$ cat config.mk
export PLATFORM = sky130hd
export DESIGN_NAME = join_param_sync
export DESIGN_NICKNAME = d
export VERILOG_FILES = /design/src/rtl/join_pkg.sv /design/src/rtl/sync_ff.sv /design/src/rtl/join_param_sync.sv
export SDC_FILE = /design/constraint.sdc
export NUM_CORES = 1
export LEC_CHECK = 0
export BUFFER_PORTS_ARGS = -buffer_cell sky130_fd_sc_hd__buf_4
export CAP_MARGIN = 20
export CORE_MARGIN = 3
export CORE_UTILIZATION = 35
export CTS_BUF_LIST = sky130_fd_sc_hd__clkbuf_8
export DETAILED_ROUTE_END_ITERATION = 8
export PLACE_DENSITY = 0.72
export SLEW_MARGIN = 5
export SYNTH_ARGS = -nofsm -noshare
export SYNTH_HDL_FRONTEND = slang
export SYNTH_HIERARCHICAL = 1
export SYNTH_SLANG_ARGS = --single-unit
$ cat constraint.sdc
create_clock -name clk -period 1.5 [get_ports clk]
set_clock_uncertainty 0.15 [all_clocks]
set_input_delay 0.3 -clock clk [delete_from_list [all_inputs] [get_ports clk]]
set_output_delay 0.3 -clock clk [all_outputs]
set_load 0.05 [all_outputs]
$ cat src/rtl/join_pkg.sv
// Shared definitions for the parameterised 4-phase join: FSM states and
// default sizing.
package join_pkg;

  localparam int DEFAULT_SIZE        = 2;
  localparam int DEFAULT_WIDTH       = 8;
  localparam int DEFAULT_SYNC_STAGES = 2;

  typedef enum logic [1:0] {
    COLLECT = 2'd0,
    SEND    = 2'd1,
    RELEASE = 2'd2
  } join_state_e;

endpackage

$ cat src/rtl/sync_ff.sv
// Multi-flop synchroniser for a single asynchronous bit; resets to 0.
module sync_ff #(
  parameter int stages = 2
) (
  input  logic clk,
  input  logic rst_n,
  input  logic d,
  output logic q
);

  logic [stages-1:0] r_chain;

  always_ff @(posedge clk or negedge rst_n) begin
    if (!rst_n) begin
      r_chain <= '0;
    end else begin
      r_chain <= {r_chain[stages-2:0], d};
    end
  end

  assign q = r_chain[stages-1];

endmodule

$ cat src/rtl/join_param_sync.sv
// Joins size asynchronous 4-phase request branches into one merged request,
// capturing each branch's bundled data once per transaction.
module join_param_sync
  import join_pkg::*;
#(
  parameter int size        = DEFAULT_SIZE,
  parameter int width       = DEFAULT_WIDTH,
  parameter int sync_stages = DEFAULT_SYNC_STAGES
) (
  input  logic                    clk,
  input  logic                    rst_n,
  input  logic [size-1:0]         req_in,
  output logic [size-1:0]         ack_in,
  input  logic [size*width-1:0]   data_in,
  output logic                    req_out,
  input  logic                    ack_out,
  output logic [size*width-1:0]   data_out
);

  logic [size-1:0]       w_req_s;
  logic                  w_ack_s;
  join_state_e           r_state;
  logic [size-1:0]       r_arrived;
  logic [size*width-1:0] r_data;
  logic                  r_req_out;
  logic [size-1:0]       r_ack_in;

  for (genvar g = 0; g < size; g++) begin : g_req_sync
    sync_ff #(.stages(sync_stages)) u_req_sync (
      .clk   (clk),
      .rst_n (rst_n),
      .d     (req_in[g]),
      .q     (w_req_s[g])
    );
  end

  sync_ff #(.stages(sync_stages)) u_ack_sync (
    .clk   (clk),
    .rst_n (rst_n),
    .d     (ack_out),
    .q     (w_ack_s)
  );

  // The all-arrived test uses the registered mask, so SEND starts one edge
  // after the final capture and req_out rises together with the state change.
  always_ff @(posedge clk or negedge rst_n) begin
    if (!rst_n) begin
      r_state   <= COLLECT;
      r_arrived <= '0;
      r_data    <= '0;
      r_req_out <= 1'b0;
      r_ack_in  <= '0;
    end else begin
      case (r_state)
        COLLECT: begin
          if (&r_arrived) begin
            r_state   <= SEND;
            r_req_out <= 1'b1;
          end else begin
            for (int i = 0; i < size; i++) begin
              if (w_req_s[i] && !r_arrived[i]) begin
                r_data[i*width +: width] <= data_in[i*width +: width];
                r_arrived[i]             <= 1'b1;
              end
            end
          end
        end
        SEND: begin
          if (w_ack_s) begin
            r_state   <= RELEASE;
            r_req_out <= 1'b0;
            r_ack_in  <= '1;
          end
        end
        RELEASE: begin
          if ((w_req_s == '0) && !w_ack_s) begin
            r_state   <= COLLECT;
            r_arrived <= '0;
            r_ack_in  <= '0;
          end
        end
        default: begin
          r_state   <= COLLECT;
          r_arrived <= '0;
          r_req_out <= 1'b0;
          r_ack_in  <= '0;
        end
      endcase
    end
  end

  assign req_out  = r_req_out;
  assign ack_in   = r_ack_in;
  assign data_out = r_data;

endmodule

==> results.md, run 1 <==
* WL/cell at 14.5 microns
* Setup TNS at -0.243 ns
* Req. time, crit path at around 1.5 ns
* Synthesized cell area at roughly 1100 sq um
* Core area at 2830 sq um
* Net count of the mapped netlist at a little under 90
* Slew @ Worst Pin at 0.355 ns
* Post-layout minimum cycle time at 1.54 ns
* Avg Cell Area, Syn at approximately 16 sq um
* Crit Path Class: reg -> reg
* Pin count of the biggest net entering global routing at 29
* Clk sink count at 28
* Simple-Gate Fraction of Synth Area at ~7.3%
* Power Dens Cells at roughly 2500 nW/um^2
* Layout cell share with drive strength beyond 1 at around 60%
* DR vias at just over 700
* Number of global-route vias before repair at 770
* Synth Register Bits at 28
* Non-Filler Instances at 150
* RSZ-0062 raised after global routing: yes
* Xor and xnor fraction of the mapped netlist area at 0%
* Final Routed Wirelength at between 2000 and 2500 microns
* Yosys warning count at 6
* Most frequent cells in the layout: buf_4, dfrtp_1, mux2_4
* Max_slew headroom at ~76%
* Mapped Cells at a little under 70
* Largest family of logic cells by synthesized area: multiplexers
* Worst hold path type: in -> reg
* Inst Count DP at 141
* Htree depth at 1
* Achievable clock frequency at between 0.6 and 0.7 GHz
* Layout area overhead at 50.4%
* CTS max path bufs at 2
* # setup viols final at 13
* Post-Synth Adder-Cell Area at 0%
* # DRC at 0
* Nets at 141
* I/O Pins at 40
* Root Buffer: clkbuf_8
* Slew Viols, Final at 0
* Number of vias per cell at roughly 4.7
* Placed inst area at 1410 sq um
* Post-synthesis mux area share at 17.9%
* Synth Area in Compound Gates at between 4 and 5%
* Crit end category: flop
* Starting Density at between 30% and 40%
* Status: complete, but fails checks
* Antenna Nets Post-Route at 0
* Leakage at between 0.0007 and 0.0008 uW
* Die width at approximately 60 microns
* Final Cell Area at ~1600 sq um
* Worst setup SP type: flop
* Peak VDD IR at 0.00133 V
* Critical Path AT at approximately 1.5 ns
* CTS tree: built
* Placer Congestion at 0.753
* Ant diodes at 0
* Reg clk slew, reported paths at 0.09 ns
* Register area share after synthesis at 66.0%
* Initial DRC count at 10
* Die area at 3730 sq um
* Commonest non-fill, non-tap cell in the layout: buf_4
* Port bufs at 39
* Detailed placement HPWL at approximately 1600 microns
* Global-route wire length before repair at about 3600 microns
* Violated checks: setup timing
* # rows at 19
* Final number of hold-violating endpoints at 0
* Final period util at 102%
* Distinct cells, synth at 16
* Initial antenna violation count at 0
* TritonCTS Buffers at 3
* Max cap viols at 0
* Biggest fanout along the worst timing path at 3
* Die Y at 61.1 microns
* Total global routing overflow at 0
* Worst skew pair latency at 0.27 ns
* Final WS setup at -0.0356 ns
* Pre-antenna DRT Iters at 4
* GRT Total Usage at a little over an eighth
-- critical path: stages, from the launching register on --
cell and delay (ns):
dfrtp_2 0.45, nor4b_4 0.33, buf_4 0.20, mux2_4 0.29
-- where the power goes --
| part | total [uW] | internal, uW | switching [uW] |
|---|---|---|---|
| registers | 1280 | 1060 | 220 |
| clock network | 573 | 357 | 216 |
| logic | 2140 | 848 | 1290 |
| total | 3990 | 2260 | 1730 |
-- registers in the layout, summed over array words and instances, names as in the netlist --
register / count
ack_in: 1
u_ack_sync/r_chain: 2
g_req_sync.u_req_sync/r_chain: 4
data_out: 16
r_arrived: 2
req_out: 1
r_state: 2
-- stage by stage --
step	hold slack [ns]	worst slack, ns	utilization (%)	power (uW)
CTS	0.103	-0.0506	56.5	4030
finish	0.105	-0.0356	56.5	3990
global route	0.0879	-0.0946	56.5	4180
global placement	0.0807	-0.0373	49.8	3190
floorplan	-0.146	-0.100	-	2640
detailed placement	0.0839	-0.0541	49.8	3250
-- final timing paths --
check,start,endpoint,slack [ns],depth (start not counted)
max in group asynchronous,rst_n,r_state[1],0.60,2
min in group asynchronous,rst_n,data_out[11],0.32,2
worst min register to register,g_req_sync[0].u_req_sync/r_chain[0],g_req_sync[0].u_req_sync/r_chain[1],0.20,0
worst max-delay path,r_state[1],data_out[7],-0.04,3
worst min-delay path,data_in[11],data_out[11],0.11,2
worst max register to register,r_state[1],data_out[7],-0.04,3
-- area by class of cell --
type	instances	area, sq um
clock buffer	3	41.3
clock inverter	1	30.0
fill	227	1230
inverter	3	11.3
multi-input combinational	34	380
sequential	28	703
tap	31	38.8
timing repair buffer	50	393
-- metal layers --
metal | GRT usage, % | vias up | part of all wire [%]
met3 | 1.47 | 2 | 3.1
li1 | - | 337 | -
met2 | 22.1 | 13 | 54
met1 | 16.2 | 355 | 41
met4 | 7.43 | 0 | 1.9
met5 | 0 | - | 0
-- synthesized netlist by cell type --
cell,n,area share [%]
dfrtp_1,28,66
mux2_2,16,17
a21oi_1,5,2.4
inv_1,3,1.1
buf_6,2,2.1
nor4b_4,2,4.5
o21ai_0,2,0.94
o32ai_1,2,1.6
buf_4,1,0.71
mux2i_1,1,0.94
nand2_1,1,0.35
nand2b_1,1,0.59
nand3_1,1,0.47
nor2_1,1,0.35
nor3_1,1,0.47
or2_2,1,0.59
-- kinds of logic (layout without fill, tap and decap cells) --
logic type,Yosys count,in the layout
flops,28,28
mux,17,17
buf+inv,6,57
compound gates,9,9
simple gates,8,8
-- timing repair --
action	in CTS	in global routing
endpoints found under the setup margin	16	16
pin swaps	1	0
buffers inserted	1	0
hold buffers	4	0
gates resized for setup	20	0
hold endpoints to repair	31	0
Power figures use the tool's default switching activity.
==> inputs of run 2 (changes only) <==
- PLACE_DENSITY: 0.72 -> not set
==> run 2 against run 1 <==
Compared with the run above:
- highest routed layer unchanged
- clock-buffer cell count unchanged
- die area unchanged
- final area decreased by 2.3%
- critical path type unchanged
- sequential power about the same
- the run now ends clean
- combinational power about the same
- via count increased by 0.57%
- hold slack improved by 0.0062 ns
==> results.md, run 2 (same netlist as run 1, synthesis figures left out) <==
* Routed met3 length at 82 microns (+22%)
* Layout cell share with drive strength beyond 1 at 59.0% (-0.69 points)
* Pre-antenna DRT Iters at 4 (unchanged)
* Core area at 2830 sq um (unchanged)
* # DRC at 0 (unchanged)
* Global-route wire length before repair at 3230 microns (-9.5%)
* NetSw at 1690 uW (-2.1%)
* Combinational Power Share at 55.9% (+2.3 points)
* # fillers at 235 (+3.5%)
* Number of global-route vias before repair at 740 (-3.9%)
* Commonest non-fill, non-tap cell in the layout: buf_4
* Highest routed layer: met4
* Root Buffer: clkbuf_8
* Switching share of power at 44.8% (+1.6 points)
* TritonCTS Buffers at 3 (unchanged)
* Met1 Wirelength at 876 microns (-1.6%)
* Nets at 140 (-0.71%)
* Internal Power at 2080 uW (-8.1%)
* Port bufs at 39 (unchanged)
* Initial DRC count at 18 (+8)
* Reg clk slew, reported paths at 0.08 ns (about the same)
* Footprint of the multi-input gates at 380 sq um (unchanged)
* Max cap viols at 0 (unchanged)
* Post-layout minimum cycle time at 1.49 ns (-0.0417 ns)
* Placed inst area at 1410 sq um (unchanged)
* Die width at 61.1 microns (unchanged)
* Ant diodes at 0 (unchanged)
* Req. time, crit path at 1.50 ns (about the same)
* Critical Path AT at 1.50 ns (-0.04 ns)
* Die Y at 61.1 microns (unchanged)
* DR vias at 711 (+0.57%)
* I/O Pins at 40 (unchanged)
* Max reg flops at 16 (unchanged)
* RSZ-0062 raised after global routing: yes
* Biggest fanout along the worst timing path at 8 (+5)
* Clk sink count at 28 (unchanged)
* Final period util at 99.6% (-2.8 points)
* Achievable clock frequency at 0.669 GHz (+2.8%)
* CTS max path bufs at 2 (unchanged)
* Slew @ Worst Pin at 0.343 ns (-0.0112 ns)
* Leakage at 0.000761 uW (-2.7%)
* Slew Viols, Final at 0 (unchanged)
* Met2 wire len at 1000 microns (-15%)
* Placer Congestion at 0.755 (+0.24%)
* Post-CTS setup buffer count at 0 (-1)
* Die area at 3730 sq um (unchanged)
* Antenna Nets Post-Route at 0 (unchanged)
* Pin count of the biggest net entering global routing at 29 (unchanged)
* Worst setup SP type: flop
* CTS tree: built
* Htree depth at 1 (unchanged)
* Crit Path Class: reg -> reg
* WL/cell at 13.4 microns (-7.7%)
* Worst path slowest cell: dfrtp_2
* Power Dens Cells at 2410 nW/um^2 (-3.3%)
* # setup viols final at 0 (-13)
* Design Power at 3770 uW (-5.5%)
* Peak VDD IR at 0.00118 V (-12%)
* Detailed placement HPWL at 1410 microns (-13%)
* Most frequent cells in the layout: buf_4, dfrtp_1, mux2_4
* Status: completed
* Final number of hold-violating endpoints at 0 (unchanged)
* CP Cell Sequence: nor4b_4 -> buf_6 -> mux2_4
* Crit end category: flop
* Worst hold path type: in -> reg
* Sequential power share at 33.9% (+1.8 points)
* Number of vias per cell at 4.80 (+1.9%)
* GRT Total Usage at 11.9% (-1.2 points)
* Sequential cell area at 703 sq um (unchanged)
* Starting Density at 37.5% (unchanged)
* Total global routing overflow at 0 (unchanged)
* Final Cell Area at 1560 sq um (-2.3%)
* Initial antenna violation count at 0 (unchanged)
* Final Routed Wirelength at 1980 microns (-8.9%)
* Worst skew pair latency at 0.26 ns (about the same)
* # rows at 19 (unchanged)
* Clock power share at 10.2% (-4.2 points)
* Slowest stage delay, CP at 0.46 ns (about the same)
* Max_slew headroom at 77.1% (+0.93 points)
* Layout area overhead at 46.9%
run 2: changes by cell type in the layout (fill, tap and decap cells not counted), sizes merged:
cell    delta
buf        -1
bufinv     -1
run 2: path summary, 6_finish.rpt:
path	slack [ns]	depth (start not counted)	endpoint	from
worst max-delay path	0.006	3	data_out[15]	r_state[0]
worst min-delay path	0.11	2	data_out[4]	data_in[4]
worst max register to register	0.006	3	data_out[15]	r_state[0]
worst min register to register	0.20	0	g_req_sync[1].u_req_sync/r_chain[1]	g_req_sync[1].u_req_sync/r_chain[0]
max in group asynchronous	0.60	2	r_state[0]	rst_n
min in group asynchronous	0.33	2	data_out[3]	rst_n
run 2: power by group through the flow:
stage | logic (uW) | registers (uW) | clock network, uW
6_report | 2110 | 1280 | 385
5_1_grt | 2210 | 1320 | 440
4_1_cts | 1980 | 1270 | 405
3_5_place_dp | 1950 | 1280 | 0
3_3_place_gp | 1940 | 1260 | 0
2_1_floorplan | 562 | 2080 | 0
run 2: repair_timing:
action	CTS	global route
hold buffers	4	0
endpoints found under the setup margin	16	16
endpoints found under the hold margin	31	0
pin swaps	2	2
resized for setup	5	15
run 2: routing by layer:
metal  track usage, %  vias to the layer above
met4             6.50                        0
met3             2.73                        2
met2             19.6                       15
met1             14.4                      358
met5                0                        -
li1                 -                      336
run 2: worst max-delay path: cells and delay by family, from the launching register on:
family	cells	cell delay, ns
multiplexers	1	0.31
buffers and inverters	1	0.19
flip-flops	1	0.46
AND/OR/NAND/NOR	1	0.27
run 2: through the flow:
step	instances	setup TNS, ns	hold WS [ns]	utilization [%]	setup slack, ns
4_1_cts	148	-0.0927	0.105	53.2	-0.0164
5_1_grt	148	-0.426	0.0952	55.2	-0.0422
3_3_place_gp	141	-0.350	0.0834	49.8	-0.0351
3_5_place_dp	141	-0.716	0.0864	49.8	-0.0595
6_report	148	0	0.111	55.2	0.00609
2_1_floorplan	68	-1.60	-0.146	-	-0.100
run 2: final cells by class:
| type | instances | share of cell area (%) |
|---|---|---|
| sequential | 28 | 45.1 |
| timing repair buffer | 49 | 24.7 |
| multi-input combinational | 34 | 24.4 |
| clock buffer | 3 | 2.65 |
| tap | 31 | 2.49 |
| inverter | 3 | 0.722 |
